===== src/rtl/injector_local_port_arbiter.sv =====
// injector_local_port_arbiter
// Round-robin arbiter that lets NUM_REQ packet injectors share one router
// Local input port. Each injector sees the usual Req/Gnt/Full handshake; the
// router sees a single requester carrying one registered head flit per grant.
// Optional build macro: ARB_PKT_COUNT_EN enables the 16-bit forwarded-packet
// counter on PktCount; without it PktCount is a constant 0.
// Legal configurations: NUM_REQ in 2..8 and IDX_W == $clog2(NUM_REQ).

module injector_local_port_arbiter #(
  parameter int NUM_REQ   = 4,
  parameter int IDX_W     = 2,
  parameter int dataWidth = 32
) (
  input  logic                           clk,
  input  logic                           reset,
  input  logic [NUM_REQ-1:0]             ReqUp,
  input  logic [NUM_REQ*dataWidth-1:0]   PacketIn,
  output logic [NUM_REQ-1:0]             GntUp,
  output logic [NUM_REQ-1:0]             FullUp,
  output logic                           ReqDnStr,
  input  logic                           GntDnStr,
  input  logic                           DnStrFull,
  output logic [dataWidth-1:0]           PacketOut,
  output logic [15:0]                    PktCount
);

  // FSM encoding kept as plain constants so older tools and scripts that
  // decode the state register keep working.
  localparam logic [1:0] ST_IDLE     = 2'd0;
  localparam logic [1:0] ST_WAIT_GNT = 2'd1;
  localparam logic [1:0] ST_RELEASE  = 2'd2;

  // One extra bit so ptr + offset never overflows before the modulo fold.
  localparam logic [IDX_W:0]   NUM_REQ_EXT = (IDX_W+1)'(NUM_REQ);
  localparam logic [IDX_W-1:0] LAST_IDX    = IDX_W'(NUM_REQ-1);

  logic [1:0]           state_q, state_d;
  logic [IDX_W-1:0]     ptr_q, ptr_d;
  logic [IDX_W-1:0]     winner_q, winner_d;
  logic [NUM_REQ-1:0]   gnt_q, gnt_d;
  logic                 req_dn_q, req_dn_d;
  logic [dataWidth-1:0] pkt_q, pkt_d;

  logic                 pick_valid;
  logic [IDX_W-1:0]     pick_idx;
  logic [IDX_W:0]       cand_sum;
  logic [dataWidth-1:0] pick_pkt;
  logic [NUM_REQ-1:0]   winner_onehot;
  logic                 grant_fire;

  // The router grant only means something while we are waiting for it.
  assign grant_fire = (state_q == ST_WAIT_GNT) && GntDnStr;

  // Round-robin search: the candidate closest to ptr (in wrap-around order)
  // wins. Scanning from the farthest offset down lets the nearest hit
  // overwrite earlier ones, so no priority chain of flags is needed.
  always_comb begin
    pick_valid = 1'b0;
    pick_idx   = '0;
    cand_sum   = '0;
    for (int k = NUM_REQ-1; k >= 0; k--) begin
      cand_sum = {1'b0, ptr_q} + (IDX_W+1)'(k);
      if (cand_sum >= NUM_REQ_EXT) begin
        cand_sum = cand_sum - NUM_REQ_EXT;
      end
      if (ReqUp[cand_sum[IDX_W-1:0]]) begin
        pick_valid = 1'b1;
        pick_idx   = cand_sum[IDX_W-1:0];
      end
    end
  end

  // Select the winning injector's packet slice out of the flattened bus.
  always_comb begin
    pick_pkt = '0;
    for (int i = 0; i < NUM_REQ; i++) begin
      if (pick_idx == IDX_W'(i)) begin
        pick_pkt = PacketIn[i*dataWidth +: dataWidth];
      end
    end
  end

  // One-hot form of the latched winner, used for the upstream grant pulse.
  always_comb begin
    winner_onehot = '0;
    for (int i = 0; i < NUM_REQ; i++) begin
      if (winner_q == IDX_W'(i)) begin
        winner_onehot[i] = 1'b1;
      end
    end
  end

  // Back-pressure: everyone is full when the router is full; while a
  // transaction is in flight, everyone except the current winner is full.
  always_comb begin
    FullUp = '0;
    for (int i = 0; i < NUM_REQ; i++) begin
      FullUp[i] = DnStrFull | ((state_q != ST_IDLE) && (winner_q != IDX_W'(i)));
    end
  end

  // Next-state logic: arbitrate in IDLE, hold the request until the router
  // grants, then wait for the winner to drop its request before re-arbitrating.
  always_comb begin
    state_d  = state_q;
    ptr_d    = ptr_q;
    winner_d = winner_q;
    gnt_d    = '0;
    req_dn_d = req_dn_q;
    pkt_d    = pkt_q;
    case (state_q)
      ST_IDLE: begin
        if (pick_valid && !DnStrFull) begin
          winner_d = pick_idx;
          pkt_d    = pick_pkt;
          req_dn_d = 1'b1;
          state_d  = ST_WAIT_GNT;
        end
      end
      ST_WAIT_GNT: begin
        if (grant_fire) begin
          req_dn_d = 1'b0;
          gnt_d    = winner_onehot;
          ptr_d    = (winner_q == LAST_IDX) ? '0 : winner_q + IDX_W'(1);
          state_d  = ST_RELEASE;
        end
      end
      ST_RELEASE: begin
        if (!ReqUp[winner_q]) begin
          state_d = ST_IDLE;
        end
      end
      default: begin
        req_dn_d = 1'b0;
        state_d  = ST_IDLE;
      end
    endcase
  end

  // State and output registers; reset drops any in-flight packet silently.
  always_ff @(posedge clk or negedge reset) begin
    if (!reset) begin
      state_q  <= ST_IDLE;
      ptr_q    <= '0;
      winner_q <= '0;
      gnt_q    <= '0;
      req_dn_q <= 1'b0;
      pkt_q    <= '0;
    end else begin
      state_q  <= state_d;
      ptr_q    <= ptr_d;
      winner_q <= winner_d;
      gnt_q    <= gnt_d;
      req_dn_q <= req_dn_d;
      pkt_q    <= pkt_d;
    end
  end

  assign GntUp     = gnt_q;
  assign ReqDnStr  = req_dn_q;
  assign PacketOut = pkt_q;

`ifdef ARB_PKT_COUNT_EN
  logic [15:0] cnt_q, cnt_d;

  // Count packets handed to the router; free-running wrap at 16 bits.
  always_comb begin
    cnt_d = cnt_q;
    if (grant_fire) begin
      cnt_d = cnt_q + 16'd1;
    end
  end

  // Counter register, cleared with the rest of the arbiter.
  always_ff @(posedge clk or negedge reset) begin
    if (!reset) begin
      cnt_q <= '0;
    end else begin
      cnt_q <= cnt_d;
    end
  end

  assign PktCount = cnt_q;
`else
  assign PktCount = 16'd0;
`endif

endmodule


===== config.mk =====
export PLATFORM = sky130hd
export DESIGN_NAME = injector_local_port_arbiter
export DESIGN_NICKNAME = d
export VERILOG_FILES = /design/src/rtl/injector_local_port_arbiter.sv
export SDC_FILE = /design/constraint.sdc
export NUM_CORES = 1
export LEC_CHECK = 0
export ABC_CLOCK_PERIOD_IN_PS = 3200
export BUFFER_PORTS_ARGS = -buffer_cell sky130_fd_sc_hd__buf_2
export CAP_MARGIN = 20
export CELL_PAD_IN_SITES_DETAIL_PLACEMENT = 1
export CELL_PAD_IN_SITES_GLOBAL_PLACEMENT = 1
export CORE_AREA = 5 5 105 107
export CTS_BUF_LIST = sky130_fd_sc_hd__clkbuf_4 sky130_fd_sc_hd__clkbuf_8
export DETAILED_ROUTE_END_ITERATION = 12
export DIE_AREA = 0 0 110 112
export PLACE_DENSITY = 0.95
export SLEW_MARGIN = 20
export SYNTH_ARGS = -nofsm -noshare
export SYNTH_HDL_FRONTEND = slang
export SYNTH_SLANG_ARGS = --single-unit

===== constraint.sdc =====
create_clock -name clk -period 3.2 [get_ports clk]
set_input_delay 0.32 -clock clk [delete_from_list [all_inputs] [get_ports clk]]
set_output_delay 0.32 -clock clk [all_outputs]
set_load 0.02 [all_outputs]

==> results.md, run 1 <==
- CTS sink cnt: 43
- Final min period: 2.262 ns
- Dpl cell area: 4170 sq um
- Min Hold Slack: 0.01942 ns
- Post-cts gate resize count: 0
- 1st-iter DRT viols: 167
- Initial Util: 32.05%
- Share of cells above drive strength 1: 38.59%
- Vias post-DR: 3821
- Cells along the critical path: nand2b_1, a21oi_2, buf_4, o311ai_0, a32oi_1
- Synth warn: 0
- Grt total ovfl: 0
- Worst Setup SP: ptr_q[1]$_DFFE_PN0P_
- Pleak: 2.029 nW
- Gate Count Post-Synth: 389
- Final WL: 13670 um
- Post-CTS Setup Bufs: 0
- Hold Path Class: primary input to async pin
- CTS tree: built
- Largest net degree at the start of global routing: 44
- Final Hold Fails: 0
- # DRC: 0
- Layout area overhead: 32.34%
- Die X: 110 um
- Setup Viol. Count Final: 0
- Avg WL per Cell: 20.25 um
- Post-synth top area share: 33.42%
- Max Cap Viol: 0
- Critical R2R Launch: ptr_q[1]$_DFFE_PN0P_
- Worst EP required: 3.41 ns
- Port-buffer cells: 176
- Slew @ Worst Pin: 0.9157 ns
- Max Clock Skew: 0.007065 ns
- FF+latch area: 1076 sq um
- Final ANT Viol Nets: 0
- RSZ-0062 raised after global routing: false
- Primary FF master, synth: dfrtp_1
- Number of synthesized flops with an enable pin: 0
- Crit. End Element: register
- Cell family with most CP delay: compound AO/OA/AOI/OAI gates
- Setup TNS: 0 ns
- Slew margin rel.: 38.82%
- CP Max Fanout: 17
- Fmax: 442.2 MHz
- Synth cell count leaders: dfrtp_1 (43), nand2_1 (39), inv_1 (36)
- 1st-pass router iterations: 4
- Peak VDD IR: 0.3077 mV
- Critical path depth: 5
- CP Capture Point: PacketOut[8]$_DFFE_PN0P_
- N_diodes: 0
- Mean post-synth cell area: 8.276 sq um
- Core footprint: 10050 sq um
- Status: finished, final reports clean
- Final worst-path cycle share: 70.68%
- Vias in the first global route: 4238
- Hold buffer count at CTS: 0
- Number of fill cells in the layout: 1277
- Worst path slowest cell: a21oi_2
- Clk_lat worst skew: 0.30 ns
- Routed vias/inst: 5.661
- Pwr dens: 796.1 nW/um^2
- Die area: 12320 sq um
- Startpoint types: register
- Global-route wire length before repair: 21200 um
- Fin area: 4260 sq um
- CTS H-tree lvls: 2
- Leading post-synthesis cells by cell area: dfrtp_1 (33%), a32oi_1 (8.7%), o2111ai_1 (8.7%), o311ai_0 (7.3%), nand3_1 (5.1%)
- Synth cell types: 37
- Seq/Total Area, Yosys: 33.42%
- R2R Setup Slk: 0.94 ns
- Most common cell in the synthesized netlist: dfrtp_1
- Die Ht: 112 um
- Initial antenna violation count: 1
- Area leader, netlist: dfrtp_1
- CP Class: register to register
- HPWL after DPL: 10370 um
- Arrival @ worst endpoint: 2.47 ns
- CP max stage delay: 0.63 ns
- Worst flop-to-flop path endpoint: PacketOut[8]$_DFFE_PN0P_
- Yosys reg bits: 43
- Max Root-Sink Buffers: 2
- Routability Congestion: 0.8093
- CTS Buf Count: 5
- Bufs and invs on worst path: 1
- Fin nets: 679
- Share of synthesized flip-flops with an asynchronous set or reset: 100.0%
- R2R cell count: 5
- Slew Limit Fails: 0
- CTS clk-pin slew, worst paths: 0.08 ns
- Gr usage total: 21.73%
- Cell area after synthesis: 3219 sq um
- Row cnt: 37
- Footprint of the multi-input gates: 1785 sq um
- CTS Root Buffer Type: clkbuf_8
- Io pins: 193
==> cell usage in the layout (no fill, tap or decap), types with 2 or more instances in the layout <==
cell       netlist  layout
buf_2            7     175
dfrtp_1         43      43
o311ai_0        27      27
buf_12           0       2
o21ai_0         32      32
a32oi_1         32      32
inv_1           36      36
o21bai_1         6       5
nand2_1         39      39
nor2_1           5       5
and2_1           4       4
clkbuf_8         0       6
nand3_1         33      33
o2111ai_1       32      32
nor3_1           2       2
ha_1             4       4
o311ai_1         5       5
conb_1           1      16
buf_4           16      12
o21ai_1          5       3
a21oi_1          4       2
nor2b_1          3       3
nand3b_1         2       2
o21ai_2          0       2
==> worst register-to-register path: stages, from the launching register on <==
cell,delay [ns]
dfrtp_1,0.51
nand2b_1,0.22
a21oi_2,0.63
buf_4,0.34
o311ai_0,0.23
a32oi_1,0.25
==> registers in the layout, summed over array words and instances, names as in the netlist <==
name	cells
GntUp	4
PacketOut	32
ReqDnStr	1
ptr_q	2
state_q	2
winner_q	2
==> worst min path at each step <==
stage	slack, ns	end	cells past startpoint	from
floorplan	0.02	GntUp[0]$_DFF_PN0_	0	reset
global placement	0.49	ReqDnStr$_DFFE_PN0P_	2	ReqDnStr$_DFFE_PN0P_
detailed placement	0.50	ReqDnStr$_DFFE_PN0P_	2	ReqDnStr$_DFFE_PN0P_
CTS	0.22	PacketOut[22]$_DFFE_PN0P_	1	reset
global route	0.05	GntUp[3]$_DFF_PN0_	1	reset
finish	0.02	GntUp[1]$_DFF_PN0_	1	reset
==> final cells by class <==
| class | instances | share of cell area, % |
|---|---|---|
| multi-input combinational | 264 | 41.91 |
| inverter | 36 | 3.172 |
| sequential | 43 | 25.26 |
| timing repair buffer | 189 | 23.61 |
| clock inverter | 1 | 0.1175 |
| clock buffer | 6 | 1.938 |
| tap | 136 | 3.994 |
==> per-stage QoR <==
step / cells / power, W / utilization [%] / worst slack, ns
3_5_place_dp: 668 / 0.003044 / 41.51 / 0.8458
6_report: 675 / 0.003391 / 42.41 / 0.9384
2_1_floorplan: 404 / 0.002297 / - / 1.438
3_3_place_gp: 668 / 0.002928 / 41.51 / 0.9306
4_1_cts: 675 / 0.003420 / 42.38 / 0.9244
5_1_grt: 675 / 0.003647 / 42.41 / 0.7658
==> power breakdown <==
| part | leakage [nW] | switching (W) | internal, W |
|---|---|---|---|
| combinational | 1.46 | 0.00132 | 0.000685 |
| clock | 0.0470 | 0.000198 | 0.000170 |
| sequential | 0.527 | 0.000213 | 0.000803 |
==> cell families after synthesis <==
group | Yosys count | share of synthesized area, %
fa+ha+maj | 4 | 1.555
other cells | 1 | 0.1165
mux | 1 | 0.6995
compound gates | 148 | 35.76
simple gates | 95 | 14.26
buf+inv | 97 | 14.19
flops | 43 | 33.42
==> layer usage <==
layer	global-route usage [%]	up-vias	wire [um]
li1	-	1756	-
met1	26.88	1836	5339
met2	37.94	200	7014
met3	3.942	27	1065
met4	6.234	2	233
met5	0	-	13
(Power assumes the default switching activity.)
==> run 2: changes to the inputs <==
- ABC_AREA: unset -> 1
- ABC_CLOCK_PERIOD_IN_PS: 3200 -> 2000
- CORE_AREA: 5 5 105 107 -> 5 5 119 121
- DIE_AREA: 0 0 110 112 -> 0 0 124 126
- PLACE_DENSITY: 0.95 -> 0.88
- clock period: 3.2 -> 2 ns (I/O delays scaled with it)
==> run 2 against run 1 <==
Critical path depth rose by 10. Largest cell class unchanged. Sequential power rose by 51%. Maximum frequency grew 13%. Cell count is 30% higher. Combinational power grew to 3.8 times the previous value. Highest routed layer unchanged. Worst hold slack improved by 0.17 ns. Clock power increased by 58%.
==> results.md, run 2 <==
- Clk_lat worst skew: 0.30 ns (about the same)
- Routability Congestion: 0.8099 (about the same)
- Die X: 124 um (+13%)
- Slew Limit Fails: 0 (unchanged)
- Initial antenna violation count: 2 (+1)
- Fin area: 4796 sq um (+13%)
- Share of cells above drive strength 1: 36.77% (-1.8 points)
- Fmax: 501.5 MHz (+13%)
- Final ANT Viol Nets: 0 (unchanged)
- Startpoint types: register
- Slew @ Worst Pin: 0.5775 ns (-0.3382 ns)
- Crit. End Element: register
- Max Root-Sink Buffers: 2 (unchanged)
- Most common cell in the synthesized netlist: nand2_1
- Layout area overhead: 39.99%
- Setup Viol. Count Final: 0 (unchanged)
- Seq/Total Area, Yosys: 31.41% (-2.0 points)
- Setup TNS: 0 ns (unchanged)
- CP Max Fanout: 16 (-1)
- Yosys reg bits: 43 (unchanged)
- # DRC: 0 (unchanged)
- Number of synthesized flops with an enable pin: 0 (unchanged)
- Max FFs per register: 32 (unchanged)
- RSZ-0062 raised after global routing: true
- Peak VDD IR: 0.9658 mV (+210%)
- Avg WL per Cell: 14.99 um (-26%)
- Fin nets: 838 (+23%)
- CTS Root Buffer Type: clkbuf_8
- CTS clk-pin slew, worst paths: 0.09 ns (about the same)
- Post-layout util: 36.95% (-5.5 points)
- Synth cell count leaders: nand2_1 (179), inv_1 (67), nand3_1 (54)
- Number of fill cells in the layout: 1706 (+34%)
- CTS tree: built
- Largest family of logic cells by synthesized area: simple AND/OR/NAND/NOR gates
- Gr usage total: 16.04% (-5.7 points)
- CTS Buf Count: 5 (unchanged)
- Final WL: 13130 um (-3.9%)
- Final Hold Fails: 0 (unchanged)
- Post-synth top area share: 31.41% (-2.0 points)
- Mux contribution to synthesized area: 0% (-0.70 points)
- 1st-iter DRT viols: 125 (-25%)
- Global-route wire length before repair: 19960 um (-5.9%)
- Die Ht: 126 um (+13%)
- Port-buffer cells: 176 (unchanged)
- Synth warn: 0 (unchanged)
- Share of synthesized flip-flops with an asynchronous set or reset: 100.0% (unchanged)
- Vias post-DR: 3968 (+3.8%)
- CTS H-tree lvls: 2 (unchanged)
- Final worst-path cycle share: 99.70% (+29 points)
- CP Class: register to register
- Vias in the first global route: 4157 (-1.9%)
- Area leader, netlist: dfrtp_1
- Dpl cell area: 4519 sq um (+8.4%)
- Min Hold Slack: 0.1928 ns (+0.1734 ns)
- Simple logic cell fraction of the synthesized area: 38.35% (+24 points)
- Routed vias/inst: 4.530 (-20%)
- Initial Util: 26.39% (-5.7 points)
- Mean post-synth cell area: 6.717 sq um (-19%)
- Status: finished, final reports clean
- 1st-pass router iterations: 4 (unchanged)
- XOR/XNOR share of the synthesized area: 0% (unchanged)
- Synth cell types: 27 (-27%)
- Grt total ovfl: 0 (unchanged)
- Die area: 15620 sq um (+27%)
- Max Clock Skew: 0.006727 ns (-0.0003386 ns)
- Commonest cells after routing, fill and taps aside: buf_2 (176), nand2_1 (175), inv_1 (67), nand3_1 (53), dfrtp_1 (41)
- Hold Path Class: primary input to register
- Pleak: 2.867 nW (+41%)
- Core footprint: 12980 sq um (+29%)
- Worst EP required: 2.24 ns (-1.17 ns)
- Cell area after synthesis: 3426 sq um (+6.4%)
- Max Cap Viol: 0 (unchanged)
- Pwr dens: 2031 nW/um^2 (+160%)
- Post-synthesis compound-gate area fraction: 10.12% (-26 points)
- Row cnt: 42 (+14%)
- Gate Count Post-Synth: 510 (+31%)
- Primary FF master, synth: dfrtp_1
- Arrival @ worst endpoint: 2.24 ns (-0.23 ns)
- Commonest non-fill, non-tap cell in the layout: buf_2
- HPWL after DPL: 10560 um (+1.9%)
- Final Power: 0.009742 W (+190%)
- Final min period: 1.994 ns (-0.2676 ns)
- Slew margin rel.: 61.50% (+23 points)
- Adder-Cell Fraction of Synth Area: 1.461% (-0.094 points)
- Io pins: 193 (unchanged)
- Largest net degree at the start of global routing: 33 (-25%)
- CTS sink cnt: 43 (unchanged)
- Leading post-synthesis cells by cell area: dfrtp_1 (31%), nand2_1 (20%), nand3_1 (7.9%), inv_1 (7.3%), o21ai_1 (5.7%)
## run 2: changes by cell type in the layout (fill, tap and decap cells not counted), sizes merged, moves of 17 or more
cell,previous run,this run
a32oi,32,0
buf,189,207
inv,36,73
nand2,39,187
nand3,33,64
nand4,0,17
o2111ai,32,0
o21ai,37,63
o311ai,32,0
## run 2: final cells by class
cell class / count / area, sq um / area share, %
Multi-Input combinational cell: 366 / 1805 / 37.65
Clock inverter: 2 / 12.51 / 0.2609
Inverter: 73 / 279.0 / 5.818
Antenna cell: 1 / 2.502 / 0.05218
Timing Repair Buffer: 209 / 1321 / 27.55
Sequential cell: 43 / 1079 / 22.49
Tap cell: 176 / 220.2 / 4.592
Clock buffer: 6 / 76.32 / 1.591
## run 2: path summary, 6_finish.rpt
kind / startpoint / end / slack (ns) / depth (start not counted)
min reg2reg: PacketOut[17]$_DFFE_PN0P_ / PacketOut[17]$_DFFE_PN0P_ / 0.48 / 2
min in group asynchronous: reset / ptr_q[0]$_DFFE_PN0P_ / 0.43 / 2
max in group asynchronous: reset / PacketOut[18]$_DFFE_PN0P_ / 0.86 / 3
max reg2reg: ptr_q[0]$_DFFE_PN0P_ / PacketOut[25]$_DFFE_PN0P_ / 0.006 / 15
min: PacketIn[116] / PacketOut[20]$_DFFE_PN0P_ / 0.19 / 5
max: ptr_q[0]$_DFFE_PN0P_ / PacketOut[25]$_DFFE_PN0P_ / 0.006 / 15
## run 2: per-stage QoR
step | instances | setup slack (ns)
after CTS | 871 | 0.004020
after global routing | 876 | -0.1339
final | 876 | 0.005947
after global placement | 858 | -0.03981
after detailed placement | 858 | -0.08852
after floorplan | 525 | 0.2167
## run 2: critical path, stage by stage (launching register included)
cell       delay, ns
dfrtp_2         0.49
inv_6           0.10
nand2_1         0.05
nand2_1         0.08
nand2_1         0.08
nand2_1         0.12
nor2_4          0.05
nand3b_2        0.08
nand2_2         0.08
nor3_4          0.24
buf_4           0.17
clkbuf_16       0.17
o21ai_1         0.08
inv_1           0.06
nand2_1         0.05
nand2_1         0.05
## run 2: routing by layer
layer | global-route usage [%] | up-vias | part of all wire [%]
li1 | - | 1952 | -
met1 | 18.75 | 1850 | 40
met2 | 28.92 | 140 | 51
met3 | 3.274 | 24 | 6.9
met4 | 5.155 | 2 | 2.6
met5 | 0 | - | 0.084
## run 2: power by group
group          internal, W  leakage (nW)  switching, W
Sequential         0.00127         0.539      0.000263
Clock             0.000259        0.0446      0.000323
Combinational      0.00303          2.28       0.00459
Total              0.00457          2.87       0.00518
## run 2: timing repair
action,CTS,global route
resized for setup,3,16
buffers inserted,4,3
pin swaps,2,4
setup endpoints to repair,32,36
cloned,0,1
hold buffers,1,0
hold endpoints to repair,22,0
## run 2: kinds of logic after synthesis
| group | count (synthesis) |
|---|---|
| AO/OA/AOI/OAI | 66 |
| AND/OR/NAND/NOR | 280 |
| adder cells (fa/ha/maj) | 4 |
| buffers and inverters | 116 |
| flip-flops | 43 |
| other | 1 |
